<file path="src/rtl/tap_decoder.sv">
// Receive side of the JTAG USER data register: deserialises TDI during Shift-DR
// and presents the word on Update-DR, rejecting frames of the wrong bit count.
module tap_decoder #(
    parameter int DATA_WIDTH = 32
) (
    input  logic                  tck,
    input  logic                  test_logic_reset,
    input  logic                  tdi,
    input  logic                  ir_is_user,
    input  logic                  capture_dr,
    input  logic                  shift_dr,
    input  logic                  update_dr,
    output logic [DATA_WIDTH-1:0] data,
    output logic                  valid,
    output logic                  length_error
);

    localparam int CNT_W = $clog2(DATA_WIDTH + 2);
    localparam logic [CNT_W-1:0] CNT_FULL = CNT_W'(DATA_WIDTH);
    localparam logic [CNT_W-1:0] CNT_SAT  = CNT_W'(DATA_WIDTH + 1);

    typedef enum logic {
        IDLE,
        SHIFT
    } state_t;

    state_t                  state, state_n;
    logic [DATA_WIDTH-1:0]   shift_reg, shift_reg_n;
    logic [CNT_W-1:0]        bit_cnt, bit_cnt_n;
    logic [DATA_WIDTH-1:0]   data_n;
    logic                    valid_n, length_error_n;

    always_ff @(posedge tck or posedge test_logic_reset) begin
        if (test_logic_reset) begin
            state        <= IDLE;
            shift_reg    <= '0;
            bit_cnt      <= '0;
            data         <= '0;
            valid        <= 1'b0;
            length_error <= 1'b0;
        end else begin
            state        <= state_n;
            shift_reg    <= shift_reg_n;
            bit_cnt      <= bit_cnt_n;
            data         <= data_n;
            valid        <= valid_n;
            length_error <= length_error_n;
        end
    end

    // Strobe priority is capture > update > shift; losing ir_is_user overrides all.
    always_comb begin
        state_n        = state;
        shift_reg_n    = shift_reg;
        bit_cnt_n      = bit_cnt;
        data_n         = data;
        valid_n        = 1'b0;
        length_error_n = 1'b0;
        unique case (state)
            IDLE: begin
                if (ir_is_user && capture_dr) begin
                    state_n   = SHIFT;
                    bit_cnt_n = '0;
                end
            end
            SHIFT: begin
                if (!ir_is_user) begin
                    state_n = IDLE;
                end else if (capture_dr) begin
                    bit_cnt_n = '0;
                end else if (update_dr) begin
                    state_n = IDLE;
                    if (bit_cnt == CNT_FULL) begin
                        data_n  = shift_reg;
                        valid_n = 1'b1;
                    end else begin
                        length_error_n = 1'b1;
                    end
                end else if (shift_dr) begin
                    shift_reg_n = {tdi, shift_reg[DATA_WIDTH-1:1]};
                    // Saturate so an overrun can never wrap back to a legal count.
                    if (bit_cnt != CNT_SAT) begin
                        bit_cnt_n = bit_cnt + 1'b1;
                    end
                end
            end
            default: state_n = IDLE;
        endcase
    end

endmodule

</file>
<file path="config.mk">
export PLATFORM = sky130hd
export DESIGN_NAME = tap_decoder
export DESIGN_NICKNAME = d
export VERILOG_FILES = /design/src/rtl/tap_decoder.sv
export SDC_FILE = /design/constraint.sdc
export NUM_CORES = 1
export LEC_CHECK = 0
export CORE_UTILIZATION = 58
export DETAILED_ROUTE_END_ITERATION = 6
export GPL_TIMING_DRIVEN = 0
export MAX_ROUTING_LAYER = met4
export PLACE_DENSITY = 0.84
export SLEW_MARGIN = 20
export SYNTH_ARGS = -nofsm -noshare
export SYNTH_HDL_FRONTEND = slang
export SYNTH_SLANG_ARGS = --single-unit
</file>
<file path="constraint.sdc">
create_clock -name tck -period 5.42 [get_ports tck]
set_clock_uncertainty 0.1 [all_clocks]
set_input_delay 1.084 -clock tck [delete_from_list [all_inputs] [get_ports tck]]
set_output_delay 1.084 -clock tck [all_outputs]
set_load 0.005 [all_outputs]
</file>
==> reports/metrics.cfg, run 1 <==
[run_status]
status = complete, no violations

[cts]
cts.repair.resized = 0
clk_latency_ns = 0.34
ctsHoldBuffers = 0
cts_root_buffer = clkbuf_8
cts_htree_levels = 3
cts_tree = yes
cts_setup_buffers = 0
cts.clk_slew.worst_paths_ns = 0.07
cts_buffer_depth = 2
clock_sinks = 73
cts_buffers = 9

[place]
gp_congestion = 0.871
placed_cell_area_mm2 = 0.00352
hpwl_um = 3600
io_buffers = 40

[power]
sw_frac_of_total_pct = 21.8
pwr-share-clk_pct = 37.8
internal_power_mw = 0.736
power_frac_comb_pct = 3.4
ir_drop_v = 0.000168
power_density_mw_per_mm2 = 255
leakagePower_nw = 1.86
p_sw_mw = 0.205
seqPwrFrac_pct = 58.8

[cells_and_area]
area_growth_pct = 22.4
finalInstanceArea_mm2 = 0.00369
insertedDiodeCount = 0
fin_nets = 245
seq_area_mm2 = 0.00183
drive_above_1_share_pct = 37.7
multi_input_area_mm2 = 0.00110
fill_cells = 295

[timing]
rsz0062_at_grt = false
setup_tns_ns = 0
worst_pin_slew_ns = 0.364
slew_viol_final = 0
maxSlewHeadroom_pct = 75.6
fin_crit_sh_pct = 48.6
fmax_mhz = 380
period_needed_ns = 2.63
final_hold_viol_count = 0
final-setup-viol-count = 0

[drt]
ant_nets = 0
dr.pass1.iters = 4
post_drt_wl_per_cell_um = 17.1
drc = 0
totalWireLength_um = 5230
drt_iter0_drc = 59
viasPerCell = 5.41
via_count = 1654

[setup_path]
critPathRequiredTime_ns = 5.53
crit_arrival_ns = 2.75
start_kind = primary input
reg2reg_slack_ns = 3.62
path_class = primary input to register
endpoint_kind = register
path_max_fanout = 10

[global_route]
grt.total_usage_pct = 22.5
antenna_found_initial = 0
grt_max_degree = 55
grt_pass1_wl_um = 8650
grt_pass1_vias = 1740
overflow = 0

[die]
core_mm2 = 0.00485
initial_core_util_pct = 62.1
die-area_mm2 = 0.00548
die_h_um = 74.0
io_pins = 41
core.rowCount = 25
fp.dieW_um = 74.0

[synth]
synthDistinctLibCells = 27
avgSynthCellArea_um2 = 16.5
yosysWarningCount = 0
syn_nets = 193
syn_inst = 183
seq_area_frac_synth_pct = 60.7
synth_area_mm2 = 0.00301
synth-seq-cells = 73

[min_path]
hp-class = register to register

[job]
maxCapViolations = 0

## worst max-delay path, stage by stage
cell,delay (ns)
clkdlybuf4s50_1,0.49
nor2b_4,0.22
and4b_1,0.21
buf_4,0.17
buf_4,0.21
mux2_2,0.36
## synth_stat cells
| library cell | count | area share [%] |
|---|---|---|
| a22o_1 | 1 | 0.29 |
| dfrtp_1 | 73 | 61 |
| ha_1 | 3 | 1.2 |
| and3_1 | 2 | 0.42 |
| nand3b_1 | 1 | 0.25 |
| a21oi_1 | 1 | 0.17 |
| o21a_1 | 2 | 0.50 |
| nand2b_1 | 2 | 0.42 |
| nand2_1 | 3 | 0.37 |
| nor2_1 | 1 | 0.12 |
| nand3_1 | 3 | 0.50 |
| mux2_2 | 35 | 13 |
| mux2i_1 | 1 | 0.33 |
| a21boi_0 | 1 | 0.25 |
| a31oi_1 | 5 | 1.0 |
| mux2_4 | 29 | 14 |
| nor2b_1 | 1 | 0.21 |
| nand3_4 | 1 | 0.58 |
| o21ai_0 | 2 | 0.33 |
| nor3b_1 | 1 | 0.25 |
| and4b_1 | 1 | 0.33 |
| buf_4 | 4 | 1.0 |
| inv_1 | 4 | 0.50 |
| nor4b_4 | 1 | 0.79 |
| a41oi_1 | 1 | 0.29 |
| nor2b_4 | 1 | 0.46 |
| buf_6 | 3 | 1.1 |
## per-stage QoR
| step | setup slack [ns] | hold WS [ns] | power (mW) | util [%] | cells |
|---|---|---|---|---|---|
| after floorplan | 2.38 | 0.354 | 0.581 | - | 183 |
| after global placement | 1.42 | 0.371 | 0.591 | 72.1 | 290 |
| after detailed placement | 2.46 | 0.392 | 0.596 | 72.7 | 291 |
| after CTS | 2.81 | 0.403 | 0.950 | 76.0 | 306 |
| after global routing | 2.73 | 0.423 | 0.978 | 76.0 | 306 |
| final | 2.79 | 0.399 | 0.941 | 76.0 | 306 |
## logic make-up (layout without fill, tap and decap cells)
| family | Yosys count | in the layout | synth area share, % |
|---|---|---|---|
| AOI/OAI and AO/OA | 13 | 13 | 2.87 |
| adders and majority gates | 3 | 3 | 1.25 |
| buffers and inverters | 11 | 67 | 2.62 |
| DFF | 73 | 73 | 60.7 |
| muxes | 65 | 65 | 27.9 |
| and+or+nand+nor | 18 | 18 | 4.70 |
## power by group through the flow
stage	clock (mW)	combinational (mW)	sequential, mW
floorplan	0	0.0193	0.562
global placement	0	0.0282	0.563
finish	0.356	0.0319	0.553
detailed placement	0	0.0325	0.563
CTS	0.364	0.0327	0.553
global route	0.389	0.0355	0.553
## cell type report
class	instances	area share, %
Buffer	7	1.73
Clock buffer	11	3.84
Clock inverter	4	0.543
Inverter	4	0.475
Multi-Input combinational cell	99	30.0
Sequential cell	73	49.6
Tap cell	67	2.27
Timing Repair Buffer	41	11.6
## layer usage
| layer | vias up | track usage [%] | share of wire, % |
|---|---|---|---|
| li1 | 751 | - | - |
| met4 | 0 | 9.83 | 1.7 |
| met2 | 37 | 35.6 | 50 |
| met3 | 9 | 5.83 | 3.9 |
| met5 | - | - | 0 |
| met1 | 857 | 27.3 | 44 |
## cells in the final DEF (no fill, tap or decap), drive strengths merged, types with 2 or more instances in the layout
cell / n
buf: 8
o21a: 2
and3: 2
mux2: 64
nand2: 3
clkdlybuf4s50: 40
clkbuf: 11
nor2b: 2
inv: 4
clkinv: 4
a31oi: 5
nand2b: 2
nand3: 4
ha: 3
dfrtp: 73
o21ai: 2
## path summary, 6_finish.rpt
check,startpoint,endpoint,cells after the start
min in group asynchronous,test_logic_reset,data[22]$_DFFE_PP0P_,2
worst min register to register,bit_cnt[5]$_DFFE_PP0P_,bit_cnt[5]$_DFFE_PP0P_,1
worst max-delay path,capture_dr,shift_reg[14]$_DFFE_PP0P_,6
max in group asynchronous,test_logic_reset,shift_reg[22]$_DFFE_PP0P_,3
worst min-delay path,bit_cnt[5]$_DFFE_PP0P_,bit_cnt[5]$_DFFE_PP0P_,1
worst max register to register,bit_cnt[3]$_DFFE_PP0P_,data[12]$_DFFE_PP0P_,4
Power figures use the tool's default switching activity.
==> inputs of run 2 (changes only) <==
- CORE_UTILIZATION: 58 -> 49
- PLACE_DENSITY: 0.84 -> 0.75
- clock period: 5.42 -> 2.4 ns (I/O delays scaled with it)
==> run 2 against run 1 <==
The run now ends with DRC left. Core utilization is 13 points lower. Largest power group unchanged. Power rose by 140%. Critical path type unchanged. Routed wire length fell by 13%. Global-route usage fell by 5.7 points. Final cell count rose by 3.3%. Via count is 1.9% lower. Largest cell class unchanged. Combinational power is 130% higher. Setup slack lost 2.4 ns. Register-to-register slack lost 3.0 ns.
==> reports/metrics.cfg, run 2 (synthesis results as in run 1) <==
[power]
leakagePower_nw = 1.88
power_density_mw_per_mm2 = 609
p_total_mw = 2.29
ir_drop_v = 0.000302

[cts]
cts_root_buffer = clkbuf_8
cts.clk_slew.worst_paths_ns = 0.07
cts_setup_buffers = 0
cts_tree = yes
cts_buffer_depth = 2
cts_buffers = 9
cts.repair.resized = 0
ctsHoldBuffers = 0
clk_latency_ns = 0.34
clock_sinks = 73
cts_htree_levels = 3

[timing]
period_needed_ns = 2.03
final_hold_viol_count = 0
maxSlewHeadroom_pct = 73.2
fmax_mhz = 494
rsz0062_at_grt = false
fin_hold_ws_ns = 0.389
fin_ws_ns = 0.374
setup_tns_ns = 0
slew_viol_final = 0
final-setup-viol-count = 0
worst_pin_slew_ns = 0.401
fin_crit_sh_pct = 84.4

[cells_and_area]
finalInstanceArea_mm2 = 0.00375
finalNonFillerCells = 316
final_cell_mix = dfrtp_1, clkdlybuf4s50_1, mux2_2
drive_above_1_share_pct = 38.2
area_growth_pct = 24.7
final_util_pct = 63.4
final_common_cell = dfrtp_1
fin_nets = 246
insertedDiodeCount = 0

[setup_path]
start_kind = primary input
reg2reg_slack_ns = 0.62
critPathRequiredTime_ns = 2.52
worstReg2RegEnd = data[11]$_DFFE_PP0P_
endpoint = shift_reg[12]$_DFFE_PP0P_
crit_start = capture_dr
path_class = primary input to register
crit_arrival_ns = 2.14
endpoint_kind = register
path_max_fanout = 10
reg2reg_depth = 4
r2r-start = bit_cnt[3]$_DFFE_PP0P_

[drt]
drc = 1
totalWireLength_um = 4540
via_count = 1622
dr.pass1.iters = 6
ant_nets = 0
viasPerCell = 5.13
drt_iter0_drc = 49
post_drt_wl_per_cell_um = 14.4

[die]
io_pins = 41
initial_core_util_pct = 50.8
core_mm2 = 0.00592
die_h_um = 80.4
core.rowCount = 28
fp.dieW_um = 80.4
die-area_mm2 = 0.00646

[place]
gp_congestion = 0.730
io_buffers = 40
placed_cell_area_mm2 = 0.00355
hpwl_um = 3150
placedCellCount = 300
pre_cts_ws_ns = 0.00618

[min_path]
hp-class = primary input to async pin

[global_route]
overflow = 0
antenna_found_initial = 0
grt_pass1_vias = 1615
grt_max_degree = 31
grt_pass1_wl_um = 7780
grt.total_usage_pct = 16.8

[run_status]
status = finished, violations left
failed_checks = DRC

[job]
maxCapViolations = 0

run 2: cell types whose count changed in the layout (fill, tap and decap cells not counted), sizes merged:
cell | before | now
inv | 4 | 3
buf | 8 | 9
clkbuf | 11 | 12
clkinvlp | 0 | 2
clkinv | 4 | 2
bufinv | 0 | 1
run 2: cell type report:
type,instances,area [µm²]
Fill cell,433,2170
Sequential cell,73,1830
Multi-Input combinational cell,99,1100
Timing Repair Buffer,42,440
Clock buffer,12,155
Tap cell,75,93.8
Buffer,7,63.8
Clock inverter,4,51.3
Inverter,4,18.8
run 2: how the worst min path moves through the flow:
| stage | startpoint | to | slack (ns) | cells past startpoint |
|---|---|---|---|---|
| after floorplan | bit_cnt[5]$_DFFE_PP0P_ | bit_cnt[5]$_DFFE_PP0P_ | 0.35 | 1 |
| after global placement | bit_cnt[5]$_DFFE_PP0P_ | bit_cnt[5]$_DFFE_PP0P_ | 0.38 | 1 |
| after detailed placement | bit_cnt[5]$_DFFE_PP0P_ | bit_cnt[5]$_DFFE_PP0P_ | 0.39 | 1 |
| after CTS | test_logic_reset | data[9]$_DFFE_PP0P_ | 0.39 | 2 |
| after global routing | test_logic_reset | valid$_DFF_PP0_ | 0.41 | 2 |
| final | test_logic_reset | valid$_DFF_PP0_ | 0.39 | 2 |
run 2: metal layers:
layer / vias to the layer above / global-route usage [%] / share of wire (%)
met5: - / - / 0
met4: 0 / 8.04 / 1.6
met3: 8 / 4.89 / 3.7
met2: 33 / 23.3 / 46
met1: 821 / 22.4 / 49
li1: 760 / - / -
run 2: worst max-delay path, cell delays in order:
cell and delay [ns]:
clkdlybuf4s50_1 0.50, nor2b_4 0.22, and4b_1 0.22, buf_4 0.17, buf_4 0.21, mux2_2 0.35
run 2: where the power goes:
part / total, mW / switching [mW] / internal (mW) / leakage, nW
sequential: 1.25 / 0.00853 / 1.24 / 1.02
clock: 0.966 / 0.428 / 0.537 / 0.103
combinational: 0.0734 / 0.0412 / 0.0322 / 0.757
